File: config.mk
export PLATFORM = sky130hd
export DESIGN_NAME = jzjpcc_rd_write_arbiter
export DESIGN_NICKNAME = d
export VERILOG_FILES = /design/src/rtl/jzjpcc_rd_write_arbiter.sv
export SDC_FILE = /design/constraint.sdc
export NUM_CORES = 1
export LEC_CHECK = 0
export CAP_MARGIN = 20
export CORE_MARGIN = 2
export CORE_UTILIZATION = 40
export CTS_BUF_LIST = sky130_fd_sc_hd__clkbuf_16
export DETAILED_ROUTE_END_ITERATION = 6
export PLACE_DENSITY_LB_ADDON = 0.3
export SLEW_MARGIN = 10
export SYNTH_ARGS = -nofsm -noshare
export SYNTH_HDL_FRONTEND = slang
export SYNTH_SLANG_ARGS = --single-unit
export TNS_END_PERCENT = 30
File: constraint.sdc
create_clock -name clk_i -period 2.95 [get_ports clk_i]
set_clock_uncertainty 0.1 [all_clocks]
set_input_delay 0.59 -clock clk_i [delete_from_list [all_inputs] [get_ports clk_i]]
set_output_delay 0.59 -clock clk_i [all_outputs]
set_load 0.01 [all_outputs]
File: src/rtl/jzjpcc_rd_write_arbiter.sv
// Shares the register file write port between the writeback stage (always wins, zero latency)
// and a buffered auxiliary requester that drains into idle writeback slots.
module jzjpcc_rd_write_arbiter #(
    parameter int AUX_DEPTH    = 2,
    parameter int STARVE_LIMIT = 8
) (
    input  logic                           clk_i,
    input  logic                           rst_ni,
    input  logic [4:0]                     wbRdAddr_i,
    input  logic [31:0]                    wbRd_i,
    input  logic                           wbWriteEnable_i,
    input  logic                           auxValid_i,
    output logic                           auxReady_o,
    input  logic [4:0]                     auxRdAddr_i,
    input  logic [31:0]                    auxRd_i,
    output logic [4:0]                     rdAddr_o,
    output logic [31:0]                    rd_o,
    output logic                           rdWriteEnable_o,
    output logic                           stallRequest_o,
    input  logic [4:0]                     rs1Addr_i,
    input  logic [4:0]                     rs2Addr_i,
    output logic                           rs1Pending_o,
    output logic                           rs2Pending_o,
    output logic [$clog2(AUX_DEPTH+1)-1:0] auxCount_o
);

    localparam int PTR_W    = $clog2(AUX_DEPTH);
    localparam int CNT_W    = $clog2(AUX_DEPTH + 1);
    localparam int STARVE_W = $clog2(STARVE_LIMIT + 1);

    logic [4:0]          fifoAddr_q [AUX_DEPTH];
    logic [31:0]         fifoData_q [AUX_DEPTH];
    logic [PTR_W-1:0]    rdPtr_q, rdPtr_d;
    logic [PTR_W-1:0]    wrPtr_q, wrPtr_d;
    logic [CNT_W-1:0]    count_q, count_d;
    logic [STARVE_W-1:0] starve_q, starve_d;
    logic                stallRequest_q, stallRequest_d;

    logic                slotBusy;
    logic                fifoEmpty;
    logic                fifoFull;
    logic                pop;
    logic                push;
    logic                blocked;
    logic [AUX_DEPTH-1:0] entryValid;
    logic [PTR_W-1:0]    entryOffset;

    // auxReady depends only on registered occupancy (and reset), never on auxValid.
    always_comb begin
        slotBusy   = wbWriteEnable_i && (wbRdAddr_i != 5'd0);
        fifoEmpty  = (count_q == '0);
        fifoFull   = (count_q == CNT_W'(AUX_DEPTH));
        pop        = !slotBusy && !fifoEmpty;
        blocked    = slotBusy && !fifoEmpty;
        auxReady_o = rst_ni && !fifoFull;
        push       = auxValid_i && auxReady_o && (auxRdAddr_i != 5'd0);
    end

    always_comb begin
        rdWriteEnable_o = rst_ni && (slotBusy || !fifoEmpty);
        rdAddr_o        = slotBusy ? wbRdAddr_i : fifoAddr_q[rdPtr_q];
        rd_o            = slotBusy ? wbRd_i     : fifoData_q[rdPtr_q];
        stallRequest_o  = stallRequest_q;
        auxCount_o      = count_q;
    end

    always_comb begin
        rdPtr_d = pop  ? rdPtr_q + PTR_W'(1) : rdPtr_q;
        wrPtr_d = push ? wrPtr_q + PTR_W'(1) : wrPtr_q;
        count_d = count_q + CNT_W'(push) - CNT_W'(pop);

        starve_d = starve_q;
        if (pop || fifoEmpty) begin
            starve_d = '0;
        end else if (starve_q != STARVE_W'(STARVE_LIMIT - 1)) begin
            starve_d = starve_q + STARVE_W'(1);
        end

        // Once raised, the bubble request is held until the head entry actually drains.
        stallRequest_d = stallRequest_q;
        if (pop) begin
            stallRequest_d = 1'b0;
        end else if (blocked && (starve_q == STARVE_W'(STARVE_LIMIT - 1))) begin
            stallRequest_d = 1'b1;
        end
    end

    // An entry is live when its distance from the head (modulo depth) is below the occupancy.
    always_comb begin
        entryValid   = '0;
        entryOffset  = '0;
        rs1Pending_o = 1'b0;
        rs2Pending_o = 1'b0;
        for (int i = 0; i < AUX_DEPTH; i++) begin
            entryOffset   = PTR_W'(i) - rdPtr_q;
            entryValid[i] = (CNT_W'(entryOffset) < count_q);
            if (entryValid[i] && (rs1Addr_i != 5'd0) && (fifoAddr_q[i] == rs1Addr_i)) begin
                rs1Pending_o = 1'b1;
            end
            if (entryValid[i] && (rs2Addr_i != 5'd0) && (fifoAddr_q[i] == rs2Addr_i)) begin
                rs2Pending_o = 1'b1;
            end
        end
    end

    always_ff @(posedge clk_i or negedge rst_ni) begin
        if (!rst_ni) begin
            rdPtr_q        <= '0;
            wrPtr_q        <= '0;
            count_q        <= '0;
            starve_q       <= '0;
            stallRequest_q <= 1'b0;
        end else begin
            rdPtr_q        <= rdPtr_d;
            wrPtr_q        <= wrPtr_d;
            count_q        <= count_d;
            starve_q       <= starve_d;
            stallRequest_q <= stallRequest_d;
        end
    end

    always_ff @(posedge clk_i) begin
        if (push) begin
            fifoAddr_q[wrPtr_q] <= auxRdAddr_i;
            fifoData_q[wrPtr_q] <= auxRd_i;
        end
    end

endmodule

* Yosys cells after proc, flatten, opt, wreduce, memory -nomap -nowiden
Memories as Yosys holds them, arrays and structs flattened.
Index checks and enable logic that the tools add are counted.
** Word-level totals
- Bits in registers :: 9
- RAM bits :: 74
- Input port bits :: 88
- Output and inout bits :: 44
- Word-level logic and storage cells :: 63
- Memories kept :: 2
** Operators by class
- Add/subtract/negate cells :: 7
- Order comparisons :: 2
- Equality and inequality tests :: 7
- Multiplexer cells :: 12
- Reductions and logical operators :: 28
** Memory list
- fifoData_q :: depth 2, bits a word 32, rd ports 1, clocked after memory_dff 0, write ports 1, line 32 : logic [31:0] fifoData_q [AUX_DEPTH];
- fifoAddr_q :: depth 2, bits a word 5, rd ports 3, clocked after memory_dff 0, write ports 1, line 31 : logic [4:0] fifoAddr_q [AUX_DEPTH];
** Operators by type and width (count)
- $mux 32 :: 1
- $eq 5x5->1 :: 4
- $reduce_bool 5->1 :: 4
- $logic_and 1x1->1 :: 16
- $mux 1 :: 8
- $mux 4 :: 2
- $mux 5 :: 1
- $add 4x1->4 const B :: 1
- $eq 4x3->1 const B :: 1
- $lt 1x2->1 :: 2
- $ne 4x3->1 const B :: 1
- $reduce_bool 2->1 :: 2
- $logic_not 1->1 :: 3
- $add 1x1->1 const B :: 2
- $add 2x1->2 :: 1
- $eq 2x2->1 const B :: 1
- $logic_not 2->1 :: 1
- $logic_or 1x1->1 :: 2
- $sub 1x1->1 const A :: 2
- $sub 2x1->2 :: 1

* Longest topological paths before layout
- Depth in word-level cells :: 7
- Mapped depth :: 9
- Gate-level depth less buffers :: 9

* Least setup slack after synthesis
No wires, ideal clock.
- Path kind :: in2reg
- Start point :: input port rst_ni
- End point :: memory fifoAddr_q[0][0] (enable)
- Setup time :: 0.436 ns
- Arrival :: 2.914 ns
- Data required time :: 2.414 ns
- Path slack :: -0.499 ns
- Stages :: 3
- Buffers on the path :: 0
- Cell sequence :: a21boi_0 > o211a_1 > nor2b_1
** Between the ends
- Longest elaborated chain between the ends :: 5
** Ends and longest elaborated chain
- start: declaration :: line 8 : input logic rst_ni,
- $logic_and 1x1->1 :: line 55 : auxReady_o = rst_ni && !fifoFull;
- $logic_and 1x1->1 (2 in series) :: line 56 : push = auxValid_i && auxReady_o && (auxRdAddr_i != 5'd0);
- $mux 1 :: line 123 : if (push) begin
- $mux 1 (implied by the code) :: line 124 : fifoAddr_q[wrPtr_q] <= auxRdAddr_i;
- end: declaration :: line 31
Every way passes these cells.

* Final worst setup path
- Start point :: input port wbRdAddr_i[3]
- End point :: output port rd_o[23]
** Between the ends
- Longest elaborated chain between the ends :: 3
** Ends and longest elaborated chain
- start: declaration :: line 9 : input logic [4:0] wbRdAddr_i,
- $reduce_bool 5->1 :: line 50 : slotBusy = wbWriteEnable_i && (wbRdAddr_i != 5'd0);
- $logic_and 1x1->1 :: line 50
- $mux 32 :: line 62 : rd_o = slotBusy ? wbRd_i : fifoData_q[rdPtr_q];
- end: declaration :: line 17 : output logic [31:0] rd_o,
Every way passes these cells.

==> out/metrics.sh <==
SETUP.WORST_PATH.END_CLASS='output pin'
PLACEABLECOREAREA_UM2=9110
YS.FLOP_TYPE='edfxtp_1'
POWER.LEAKAGE_nW=2.22
POWER-PER-CELL-AREA_nW_PER_UM2=677
PORT_BUFFERS=131
LARGEST_NET_DEGREE_AT_THE_START_OF_GLOBAL_ROUTING=38
SYN_INST=279
PLACE_INST=522
TIMING.RR.START='auxCount_o[0]'
SYNTHSIMPLEGATEAREAFRAC_PCT=7.65
PLACE_HPWL_UM=6030
SYNTH_FP_NETS=370
PLACE.GP.CONGESTION=0.784
WORST_HOLD_STARTPOINT='stallRequest_o'
DRT-VIAS-PER-INSTANCE=4.99
WORST_SLEW_PIN_SLEW_NS=0.615
SYN_AREA_UM2=3710
GRT_OVERFLOW_TOTAL=0
CAP_VIOLATIONS=0
GRT_ANTENNA_BEFORE_REPAIR=0
FINAL_LAYOUT_FILL_CELL_COUNT=764
START_UTIL_PCT=40.8
TIMING.MAX_SLEW.REL_SLACK_PCT=58.9
VIA_COUNT_OF_THE_FIRST_GLOBAL_ROUTING_PASS=2841
CTS.PATH.MAX_BUFFERS=2
DRC=0
YOSYS-MUX-AREA-FRACTION_PCT=10.2
MIN_PATH_CELLS=2
POST_DRT_WL_PER_CELL_UM=16.8
WORST_PATH_LARGEST_CELL_DELAY_NS=0.55
CTS.HTREE.LEVELS=3
LAYOUT_COMMON_CELLS='clkdlybuf4s50_1 (87), edfxtp_1 (74), nor2_1 (42), a21oi_1 (42), mux2i_1 (38)'
FIRST_PASS_GRT_WIRE_LENGTH_UM=14400
SYNTH_COMPOUND_AREA_SHARE_PCT=7.11
SYNTH_SEQUENTIAL_AREA_RATIO_PCT=65.9
YOSYS.CELL_TYPES.COUNT=24
FINAL_COMMON_CELL='clkdlybuf4s50_1'
POST-LAYOUT-TOTAL-POWER_mW=3.84
FINALNETCOUNT=527
FIN_CELLS=552
CP-START-KIND='input pin'
SETUP.REG_TO_REG.WORST_SLACK_NS=0.79
WORSTHOLDPATHTYPE='flop to flop'
SYNTH-EDFF-COUNT=74
GRT_SETUP_UNREPAIRED='true'
DIE_H_UM=100
GROWTH_OF_DESIGN_AREA_FROM_SYNTHESIS_TO_FINISH_PCT=52.7
SYNTH-ASYNC-RESET-RATIO_PCT=10.8
YOSYSWARNINGCOUNT=0
TIMING.FINAL.MAX_SLEW_VIOLATIONS=0
CRITICAL_PATH_PEAK_FANOUT=8
CRITICAL-PATH-TOP-DELAY-FAMILY='buffers and inverters'
DIE-WIDTH_UM=100
CLK-INSERTION-DELAY-LATE_NS=0.33
WORST-SETUP-PATH-TYPE='input pin to output pin'
CTS.SINKS=83
SYNTH_TOP_FAMILY_BY_AREA='multiplexers'
CRITPATHSLOWESTCELL='or4_4'
ANTENNA_CELLS=0
LAYOUT.CORE_UTILIZATION_PCT=62.2
CRITICAL_PATH.N_BUFFERS_INVERTERS=5
YOSYS_REGISTER_BITS=83
DRTPASS1ITERATIONS=4
CRITICAL_PATH.CELL_CHAIN='buf_2, or4_4, o21ai_4, buf_12, buf_6, buf_16, a21oi_1, clkdlybuf4s15_1'
ROWS=35
WORSTREG2REGEND='fifoData_q[0][21]'
FINALWORSTPATHREQUIREDPERIOD_NS=2.90
FMAX_MHz=345
PERIOD_SHARE_PCT=98.2
AVGSYNTHCELLAREA_UM2=13.3
DRT_ITER0_DRC=129
SETUP-TNS-FINAL_NS=0
DRT-TOTAL-WL_UM=9260
ROUTED-VIA-COUNT=2752
GRTUSAGETOTAL_PCT=19.0
OUTCOME='completed'
FP.DIEAREA_UM2=10100
SYNTH_AREA_IN_XOR_XNOR_PCT=5.90
VDD.IR_DROP.WORST_mV=0.374
CLOCK_ROOT_BUFFER='clkbuf_16'
CTS.CLK_SLEW.WORST_PATHS_NS=0.06
POSTCTSHOLDBUFS=0
NUMBER_OF_CLOCK_BUFFERS_INSERTED_BY_TRITONCTS=9
YOSYS.AREA_SHARE.ADDER_PCT=1.01
CTS_TREE='done'
DETAIL-ROUTE-ANTENNA-NETS=0
WORSTREGTOREGCELLS=5
LAYOUT-DRIVE-GT1-SHARE_PCT=19.7
CP.ARRIVAL_NS=2.21
DESIGN.PORTCOUNT=132
SETUP-VIOLATIONS-FINAL=0
FINAL.HOLD.WORST_SLACK_NS=0.421
HOLD_PATH_END='stallRequest_o'
FINAL_HOLD_VIOLS=0
TIMING.CRITICAL_PATH.REQUIRED_NS=2.26
tightest hold or removal path, stage by stage (launching register included):
cell,delay [ns]
dfrtp_1,0.35
a21oi_1,0.04
nor2_1,0.08
synthesized netlist by cell type (2+ instances only):
master,instances,share of area (%)
dfrtp_1,9,6.1
buf_2,8,1.1
clkbuf_1,3,0.30
o211ai_1,2,0.40
edfxtp_1,74,60
mux2i_1,38,10
and2_1,2,0.34
inv_1,4,0.40
nor3_1,5,0.67
or4_1,4,0.81
a21boi_0,2,0.40
nor4_1,4,0.67
nand3_1,4,0.54
xor2_1,17,4.0
nor2_1,43,4.3
buf_4,2,0.40
ha_1,3,1.0
xnor2_1,8,1.9
a21oi_1,42,5.7
worst max path at each step:
| stage | slack [ns] | depth (start not counted) | to | start |
|---|---|---|---|---|
| 2_1_floorplan | 0.20 | 3 | fifoAddr_q[0][0] | rst_ni |
| 5_1_grt | -0.003 | 6 | rs1Pending_o | rs1Addr_i[2] |
| 3_3_place_gp | -0.52 | 7 | rd_o[18] | wbRdAddr_i[1] |
| 3_5_place_dp | -0.57 | 7 | rd_o[20] | wbRdAddr_i[1] |
| 6_report | 0.05 | 8 | rd_o[23] | wbRdAddr_i[3] |
| 4_1_cts | -0.01 | 10 | rd_o[20] | wbRdAddr_i[4] |
stage by stage:
stage,setup WS [ns],instance area (um^2)
floorplan,0.198,3720
global placement,-0.524,5260
global route,-0.00305,5670
finish,0.0541,5670
CTS,-0.00952,5720
detailed placement,-0.566,5260
report_power, final:
| part | total (mW) | internal, mW | switching, mW |
|---|---|---|---|
| Clock | 1.10 | 0.654 | 0.448 |
| Sequential | 1.58 | 1.47 | 0.112 |
| Combinational | 1.16 | 0.598 | 0.559 |
registers in the layout, summed over array words and instances (netlist names):
register / count
auxCount_o: 2
fifoAddr_q: 10
rdPtr_q: 1
fifoData_q: 64
wrPtr_q: 1
stallRequest_o: 1
starve_q: 4
kinds of logic (layout without fill, tap and decap cells):
| logic type | count (synthesis) | in the layout |
|---|---|---|
| flops | 83 | 83 |
| simple gates | 64 | 64 |
| compound gates | 49 | 49 |
| mux | 38 | 38 |
| xor+xnor | 25 | 25 |
| buf+inv | 17 | 179 |
| fa+ha+maj | 3 | 3 |
final cells by class:
| cell class | count | area, um^2 | area share (%) |
|---|---|---|---|
| Multi-Input combinational cell | 179 | 1210 | 21.4 |
| Tap cell | 111 | 139 | 2.45 |
| Timing Repair Buffer | 159 | 1560 | 27.5 |
| Clock buffer | 9 | 225 | 3.97 |
| Sequential cell | 83 | 2450 | 43.2 |
| Inverter | 4 | 15.0 | 0.265 |
| Clock inverter | 7 | 70.1 | 1.24 |
routing by layer:
layer	GRT usage [%]	wire, um	up-vias	share of wire [%]
met5	0	0	-	0
met4	6.85	155	0	1.7
met3	4.11	477	11	5.1
met2	32.4	4710	87	51
met1	24.0	3920	1302	42
li1	-	-	1352	-
what timing repair did:
item / in CTS / in global routing
setup endpoints to repair: 40 / 31
gates resized for setup: 144 / 16
gates cloned: 6 / 0
buffers inserted: 8 / 0
pin swaps: 4 / 2
Note: power is estimated with default switching activity, not from simulation.
